[src/rtl/fir_pkg.sv]
// Shared types and constants for the FIR-sample UART transmitter.
// The frame is 8N1: one start bit, DATA_BITS data bits, one stop bit.
package fir_pkg;

  typedef enum logic [1:0] {
    IDLE  = 2'd0,
    START = 2'd1,
    DATA  = 2'd2,
    STOP  = 2'd3
  } txState_e;

  localparam int FRAME_BITS = 10;
  localparam int DATA_BITS  = 8;
  localparam int BIT_CNT_W  = 12;
  localparam int BIT_IDX_W  = $clog2(DATA_BITS);

endpackage

[src/rtl/fir_sync_fifo.sv]
// Small synchronous FIFO buffering FIR samples ahead of the UART.
// A push on a full FIFO is still accepted when a pop happens on the same edge.
module fir_sync_fifo
  import fir_pkg::*;
#(
  parameter int DEPTH = 4,
  parameter int WIDTH = DATA_BITS
) (
  input  logic             clk_i,
  input  logic             rst_ni,
  input  logic             push_i,
  input  logic [WIDTH-1:0] wdata_i,
  input  logic             pop_i,
  output logic [WIDTH-1:0] rdata_o,
  output logic             full_o,
  output logic             empty_o,
  output logic [3:0]       level_o
);

  localparam int PTR_W = $clog2(DEPTH);

  logic [WIDTH-1:0] mem_q [DEPTH];
  logic [PTR_W-1:0] wrPtr_q, wrPtr_d;
  logic [PTR_W-1:0] rdPtr_q, rdPtr_d;
  logic [3:0]       level_q, level_d;
  logic             pushEn;
  logic             popEn;

  assign full_o  = (level_q == 4'(DEPTH));
  assign empty_o = (level_q == 4'd0);
  assign level_o = level_q;
  assign rdata_o = mem_q[rdPtr_q];

  assign popEn  = pop_i && !empty_o;
  assign pushEn = push_i && (!full_o || popEn);

  always_comb begin
    wrPtr_d = wrPtr_q;
    rdPtr_d = rdPtr_q;
    level_d = level_q;
    if (pushEn) wrPtr_d = wrPtr_q + PTR_W'(1);
    if (popEn)  rdPtr_d = rdPtr_q + PTR_W'(1);
    case ({pushEn, popEn})
      2'b10:   level_d = level_q + 4'd1;
      2'b01:   level_d = level_q - 4'd1;
      default: level_d = level_q;
    endcase
  end

  always_ff @(posedge clk_i or negedge rst_ni) begin
    if (!rst_ni) begin
      wrPtr_q <= '0;
      rdPtr_q <= '0;
      level_q <= '0;
    end else begin
      wrPtr_q <= wrPtr_d;
      rdPtr_q <= rdPtr_d;
      level_q <= level_d;
    end
  end

  // Storage needs no reset: the pointers and level decide what is valid.
  always_ff @(posedge clk_i) begin
    if (pushEn) mem_q[wrPtr_q] <= wdata_i;
  end

endmodule

[src/rtl/fir_uart_tx.sv]
// Streams buffered FIR output samples onto an 8N1 UART line.
// tx comes straight from a flop; a frame starts on the edge after a sample lands.
module fir_uart_tx
  import fir_pkg::*;
#(
  parameter int CLKS_PER_BIT = 87,
  parameter int FIFO_DEPTH   = 4
) (
  input  logic       clk,
  input  logic       rst_n,
  input  logic [7:0] sample_in,
  input  logic       sample_valid,
  input  logic       ovf_clr,
  output logic       tx,
  output logic       busy,
  output logic       overflow,
  output logic [3:0] fifo_level
);

  localparam logic [BIT_CNT_W-1:0] CNT_LAST = BIT_CNT_W'(CLKS_PER_BIT - 1);
  localparam logic [BIT_IDX_W-1:0] IDX_LAST = BIT_IDX_W'(DATA_BITS - 1);

  txState_e               state_q, state_d;
  logic [BIT_CNT_W-1:0]   cnt_q, cnt_d;
  logic [BIT_IDX_W-1:0]   bitIdx_q, bitIdx_d;
  logic [DATA_BITS-1:0]   shift_q, shift_d;
  logic                   tx_q, tx_d;
  logic                   overflow_q, overflow_d;
  logic                   pop;
  logic                   bitEnd;
  logic                   drop;
  logic [DATA_BITS-1:0]   fifoHead;
  logic                   fifoFull;
  logic                   fifoEmpty;

  fir_sync_fifo #(
    .DEPTH (FIFO_DEPTH),
    .WIDTH (DATA_BITS)
  ) u_fifo (
    .clk_i   (clk),
    .rst_ni  (rst_n),
    .push_i  (sample_valid),
    .wdata_i (sample_in),
    .pop_i   (pop),
    .rdata_o (fifoHead),
    .full_o  (fifoFull),
    .empty_o (fifoEmpty),
    .level_o (fifo_level)
  );

  assign bitEnd = (cnt_q == CNT_LAST);
  assign drop   = sample_valid && fifoFull && !pop;

  always_comb begin
    state_d  = state_q;
    cnt_d    = cnt_q;
    bitIdx_d = bitIdx_q;
    shift_d  = shift_q;
    tx_d     = tx_q;
    pop      = 1'b0;
    case (state_q)
      IDLE: begin
        cnt_d    = '0;
        bitIdx_d = '0;
        tx_d     = 1'b1;
        if (!fifoEmpty) begin
          pop     = 1'b1;
          shift_d = fifoHead;
          tx_d    = 1'b0;
          state_d = START;
        end
      end
      START: begin
        if (bitEnd) begin
          cnt_d   = '0;
          tx_d    = shift_q[0];
          shift_d = {1'b1, shift_q[DATA_BITS-1:1]};
          state_d = DATA;
        end else begin
          cnt_d = cnt_q + BIT_CNT_W'(1);
        end
      end
      DATA: begin
        if (bitEnd) begin
          cnt_d = '0;
          // shift_q[0] already holds the next bit, so it can be loaded into tx directly.
          if (bitIdx_q == IDX_LAST) begin
            bitIdx_d = '0;
            tx_d     = 1'b1;
            state_d  = STOP;
          end else begin
            bitIdx_d = bitIdx_q + BIT_IDX_W'(1);
            tx_d     = shift_q[0];
            shift_d  = {1'b1, shift_q[DATA_BITS-1:1]};
          end
        end else begin
          cnt_d = cnt_q + BIT_CNT_W'(1);
        end
      end
      STOP: begin
        if (bitEnd) begin
          cnt_d   = '0;
          state_d = IDLE;
        end else begin
          cnt_d = cnt_q + BIT_CNT_W'(1);
        end
      end
      default: begin
        state_d = IDLE;
        tx_d    = 1'b1;
      end
    endcase
  end

  // A drop on the same edge as ovf_clr keeps the flag set.
  assign overflow_d = drop || (overflow_q && !ovf_clr);

  always_ff @(posedge clk or negedge rst_n) begin
    if (!rst_n) begin
      state_q    <= IDLE;
      cnt_q      <= '0;
      bitIdx_q   <= '0;
      shift_q    <= '0;
      tx_q       <= 1'b1;
      overflow_q <= 1'b0;
    end else begin
      state_q    <= state_d;
      cnt_q      <= cnt_d;
      bitIdx_q   <= bitIdx_d;
      shift_q    <= shift_d;
      tx_q       <= tx_d;
      overflow_q <= overflow_d;
    end
  end

  assign tx       = tx_q;
  assign busy     = (state_q != IDLE);
  assign overflow = overflow_q;

endmodule

[config.mk]
export PLATFORM = sky130hd
export DESIGN_NAME = fir_uart_tx
export DESIGN_NICKNAME = d
export VERILOG_FILES = /design/src/rtl/fir_pkg.sv /design/src/rtl/fir_sync_fifo.sv /design/src/rtl/fir_uart_tx.sv
export SDC_FILE = /design/constraint.sdc
export NUM_CORES = 1
export LEC_CHECK = 0
export BUFFER_PORTS_ARGS = -buffer_cell sky130_fd_sc_hd__buf_2
export CORE_MARGIN = 8
export CORE_UTILIZATION = 60
export CTS_CLUSTER_SIZE = 14
export DETAILED_ROUTE_END_ITERATION = 8
export GPL_ROUTABILITY_DRIVEN = 0
export GPL_TIMING_DRIVEN = 0
export PLACE_DENSITY = 0.79
export REMOVE_ABC_BUFFERS = 1
export SLEW_MARGIN = 30
export SYNTH_ARGS = -nofsm -noshare
export SYNTH_HDL_FRONTEND = slang
export SYNTH_SLANG_ARGS = --single-unit
[constraint.sdc]
create_clock -name clk -period 3.4 [get_ports clk]
set_input_delay 0.68 -clock clk [delete_from_list [all_inputs] [get_ports clk]]
set_output_delay 0.68 -clock clk [all_outputs]
set_load 0.02 [all_outputs]
Word-level counts from Yosys, hierarchy flattened
Memory sizes are Yosys's and may differ from the RTL's.
Cells that the tools add are included.
{ "word_totals": {"input_bits": 12, "word_cells": 78, "n_memories": 1, "ram_bits": 32, "regBits": 35} }
{ "op_classes": {"eq_ne": 14, "n_mux": 26, "reduce_logical": 22, "add_sub_neg": 6} }
{ "mem_list": {"columns": ["name", "words", "word_bits", "rd", "rd_clocked_by_memory_dff", "write_ports", "line_no", "source"], "rows": [
  ["u_fifo.mem_q", 4, 8, 1, 0, 1, "fir_sync_fifo.sv:22", "logic [WIDTH-1:0] mem_q [DEPTH];"]
]} }
{ "ops": {"columns": ["op", "count"], "rows": [
  ["8-bit two-way mux", 4],
  ["12-bit case mux with 2 select lines", 1],
  ["8-bit case mux with 3 select lines", 1],
  ["12-bit by 1-bit adder with 12-bit output, second input constant", 1],
  ["12-bit by 7-bit == test with 1-bit output, second input constant", 1],
  ["12-bit two-way mux", 1],
  ["2-bit inequality test, second input constant", 6],
  ["2-bit two-way mux", 5],
  ["5-bit AND reduction", 2],
  ["1-bit two-way mux", 8],
  ["2-bit case mux with 4 select lines", 1],
  ["4-bit case mux with 2 select lines", 1],
  ["2-bit == test, second input constant", 3],
  ["3-bit two-way mux", 2],
  ["3-bit case mux with 2 select lines", 1],
  ["2-bit nonzero test", 3],
  ["1-bit logical AND", 5],
  ["2-bit by 1-bit adder with 2-bit output, second input constant", 2],
  ["4-bit by 1-bit adder with 4-bit output, second input constant", 1],
  ["2-bit by 1-bit == test with 1-bit output, second input constant", 2],
  ["4-bit by 3-bit == test with 1-bit output, second input constant", 1],
  ["1-bit zero test", 4],
  ["4-bit zero test", 1],
  ["4-bit by 1-bit subtractor with 4-bit output, second input constant", 1],
  ["other kinds (9)", 10]
]} }

Longest topological paths before layout
{ "logic_depth": {"depth_word": 8, "mapped_depth": 12, "depth_no_buf": 12} }

By module
A second synthesis with hierarchy kept.
{ "unflattened": {"cells_unflattened": 228, "area_unflattened_um2": 3176.8} }
{ "by_module_without_submodules": {"columns": ["mod", "cells_each", "n_inst", "area_per_inst_um2"], "rows": [
  ["fir_sync_fifo", 94, 1, 1705.4],
  ["fir_uart_tx", 134, 1, 1471.4]
]} }

Worst setup path after synthesis
OpenSTA, ideal clock, no wires.
{ "synth_path": {"path_kind": "register to register", "startpoint": "register state_q[0]", "endpoint": "register u_fifo.level_q[2], in the netlist u_fifo.level_o[2]", "path_buffers": 0, "stages_incl_launch_ff": 13, "setup_ps": 138, "period_less_slack_ps": 2603, "slack_ps": 797, "t_arrival_ps": 2465, "path_cell_list": "dfrtp_1 inv_1 ha_1 inv_1 a31oi_1 inv_1 ha_1 xor2_1 ha_1 a21oi_1 xor2_1 nor2_1 xor2_1"} }
{ "synth_between": {"elab_chain_cells": 7} }
{ "synth_rtl": {"columns": ["item", "line_no", "source"], "rows": [
  ["start: declaration", "fir_uart_tx.sv:23", "txState_e state_q, state_d;"],
  ["start signal: assignment", "fir_uart_tx.sv:127", "state_q <= state_d;"],
  ["2-bit zero test (*)", "fir_uart_tx.sv:61", "case (state_q)"],
  ["1-bit two-way mux (*)", "fir_uart_tx.sv:61", null],
  ["1-bit logical AND (*)", "fir_sync_fifo.sv:34", "assign popEn = pop_i && !empty_o;"],
  ["1-bit logical OR", "fir_sync_fifo.sv:35", "assign pushEn = push_i && (!full_o || popEn);"],
  ["1-bit logical AND", "fir_sync_fifo.sv:35", null],
  ["2-bit by 1-bit == test with 1-bit output or 2-bit == test (tied branches)", "fir_sync_fifo.sv:43", "case ({pushEn, popEn})"],
  ["4-bit case mux with 2 select lines or 2-bit nonzero test (tied branches)", null, null],
  ["end signal: assignment", "fir_sync_fifo.sv:58", "level_q <= level_d;"],
  ["end: declaration", "fir_sync_fifo.sv:25", "logic [3:0] level_q, level_d;"]
]} }
Mark *: on every way between the ends. The rest lies on a longest branch, timed or not.
A chain may end at the register's enable or synchronous reset.

Worst setup path after layout
{ "layout_path": {"startpoint": "register state_q[1]", "endpoint": "register u_fifo.level_q[2], in the netlist u_fifo.level_o[2]"} }
The elaborated chain is that of the path after synthesis.

==> summary.txt <==
Final period util = 86.37%
# rows = 26
crit path cell chain = inv_1, ha_1, inv_1, a31oi_1, inv_1, ha_1, xor2_1, ha_1, a21oi_1, xor2_1, nor2_1, xor2_1
Hold Fails Final Rpt = 0
post-route met1 wirelength = 2.432 mm
CP Launch Point = state_q[1]
leakage power = 1.507 nW
R2R Path Start = state_q[1]
Hold-fix buffers, CTS = 0
Unique masters post-synth = 44
CP endpoint kind = flop
WL final = 5.254 mm
CTS tree = done
CP endpoint = u_fifo.level_o[2]
Setup Viol. Count Final = 0
Worst VDD drop = 0.0006400 V
First-pass DRT Iterations = 4
number of global-route vias before repair = 1843
synthesis-to-layout area growth = 11.11%
Residual DRC = 0
fin worst setup slack = 0.4636 ns
post-synthesis sequential area ratio = 57.65%
Ports = 19
pre-CTS WS = 0.4534 ns
Sum Neg Setup Slack = 0 ns
CP arrival = 3.16 ns
R2R depth = 12
WL met3 = 203 um
critical-path maximum fanout = 8
Final nets = 271
share of post-route cells with drive strength above 1 = 21.77%
Max Cap Viol = 0
Vias/cell = 5.579
Routed Antenna Nets = 0
kind of critical path = reg -> reg
Syn Area/Cell = 14.30 sq um
Area after DPL = 3312 sq um
Max Transition Viols Final = 0
placed instance count = 302
Pwr per Cell Area = 926.8 nW/um^2
worst slew pin tran = 0.7771 ns
clock buffer depth = 2
Post-Syn Instances = 223
Inserted Clock Buffers = 9
CP startpoint kind = flop
Antenna diodes = 0
FMAX = 340.5 MHz
Total GRT Usage = 15.27%
RSZ-0062 raised after global routing = no
Hold Crit Class = in -> async
Worst path slowest cell = a31oi_1
top post-synthesis cells by area = edfxtp_1, dfrtp_1, mux4_1
initial drt markers = 64
relative slew slack = 48.20%
most frequent cells in the layout = dfrtp_1, edfxtp_1, nor2_1
highest routed layer = met4
cts repair resizes = 0
design area = 3542 sq um
Syn. warnings = 0
clk_lat worst skew = 0.34 ns
IO buf count = 18
leading area contributor after synthesis = edfxtp_1
reg-to-reg endpoint = u_fifo.level_o[2]
Finished Layout Cells = 318
slowest stage delay, CP = 0.53 ns
initial antenna violation count = 0
CP required = 3.62 ns
root buffer cell = clkbuf_8
Setup Skew = 0.01136 ns
WL met2 = 2.564 mm
Vias = 1774
largest net degree at the start of global routing = 36
synthesized cell area = 3188 sq um
fin util = 69.35%
Avg WL per Cell = 16.52 um
setup bufs post-CTS = 0
first-pass GRT wire length = 8.942 mm
Final Critical Period = 2.936 ns
DIE AREA = 7902 sq um
CTS clk-pin slew, worst paths = 0.08 ns
Core Area = 5107 sq um
Seq cells post-synth = 67
share of the synthesized area in the top cell type = 30.14%
H-tree Lvls = 3
initial core utilization = 62.42%
total gr overflow = 0
Die Y = 88.90 um
commonest non-fill, non-tap cell in the layout = dfrtp_1
status = finished, final reports clean
CTS Sinks = 67
Die Wd = 88.90 um
reg2reg setup slack = 0.46 ns
Final HPWL DP = 3.621 mm
==> per-layer routing <==
metal | GRT usage (%) | vias up
li1 | - | 855
met5 | 0 | -
met2 | 23.65 | 29
met3 | 4.779 | 5
met4 | 6.605 | 0
met1 | 19.25 | 885
==> synth_stat cells, drive strengths merged <==
cell type / instances
a211o: 1
a211oi: 2
a21oi: 2
a221oi: 1
a22o: 2
a311o: 1
a31oi: 2
and2: 5
and3: 1
and4: 2
and4bb: 1
buf: 6
clkbuf: 3
dfrtp: 34
dfstp: 1
edfxtp: 32
ha: 16
inv: 10
mux2: 16
mux2i: 1
mux4: 8
nand2: 10
nand2b: 1
nand3: 7
nand4: 4
nand4bb: 1
nor2: 19
nor2b: 1
nor3: 1
nor3b: 2
nor4: 1
nor4b: 1
nor4bb: 1
o211ai: 2
o21ai: 3
o22ai: 1
o32a: 1
or2: 1
or3: 1
xnor2: 4
xor2: 14
==> sequential cells by signal, indices dropped and copies added (netlist names) <==
signal,flops
u_fifo.rdPtr_q,2
tx,1
u_fifo.level_o,4
overflow,1
u_fifo.mem_q,32
cnt_q,12
shift_q,8
u_fifo.wrPtr_q,2
bitIdx_q,3
state_q,2
==> worst max-delay path: cells and delay by family, from the launching register on <==
family,cells,cell delay (ns)
xor+xnor,3,0.46
simple gates,1,0.06
buf+inv,3,0.39
flops,1,0.42
fa+ha+maj,3,0.81
compound gates,2,0.67
==> worst min-delay path by stage <==
stage,cells after the start,startpoint,endpoint
after global routing,1,rst_n,u_fifo.level_o[3]
final,1,rst_n,u_fifo.level_o[0]
after detailed placement,1,cnt_q[0],cnt_q[0]
after floorplan,0,rst_n,bitIdx_q[0]
after CTS,1,rst_n,u_fifo.level_o[0]
after global placement,1,cnt_q[0],cnt_q[0]
==> power by group <==
part	internal, mW	total [mW]	switching [mW]
combinational	0.645	1.23	0.587
sequential	1.09	1.30	0.206
clock	0.427	0.756	0.329
total	2.16	3.28	1.12
==> cells by family after synthesis <==
family	Yosys count	synth area share (%)
compound gates	18	4.238
xor+xnor	18	4.945
fa+ha+maj	16	6.279
buf+inv	19	2.865
flops	67	57.65
mux	25	13.38
simple gates	60	10.64
==> through the flow <==
stage	hold slack (ns)	power, mW
4_1_cts	0.4251	3.317
3_3_place_gp	0.4629	2.487
3_5_place_dp	0.4703	2.545
2_1_floorplan	0.3844	2.249
6_report	0.4108	3.283
5_1_grt	0.4600	3.492
==> layout make-up <==
type | count | area [sq um]
tap | 70 | 87.58
clock buffer | 9 | 123.9
inverter | 10 | 37.54
clock inverter | 7 | 106.4
multi-input combinational | 137 | 1259
sequential | 67 | 1838
timing repair buffer | 18 | 90.09
fill | 369 | 1565
No activity file was read; power rests on OpenSTA's default activity.
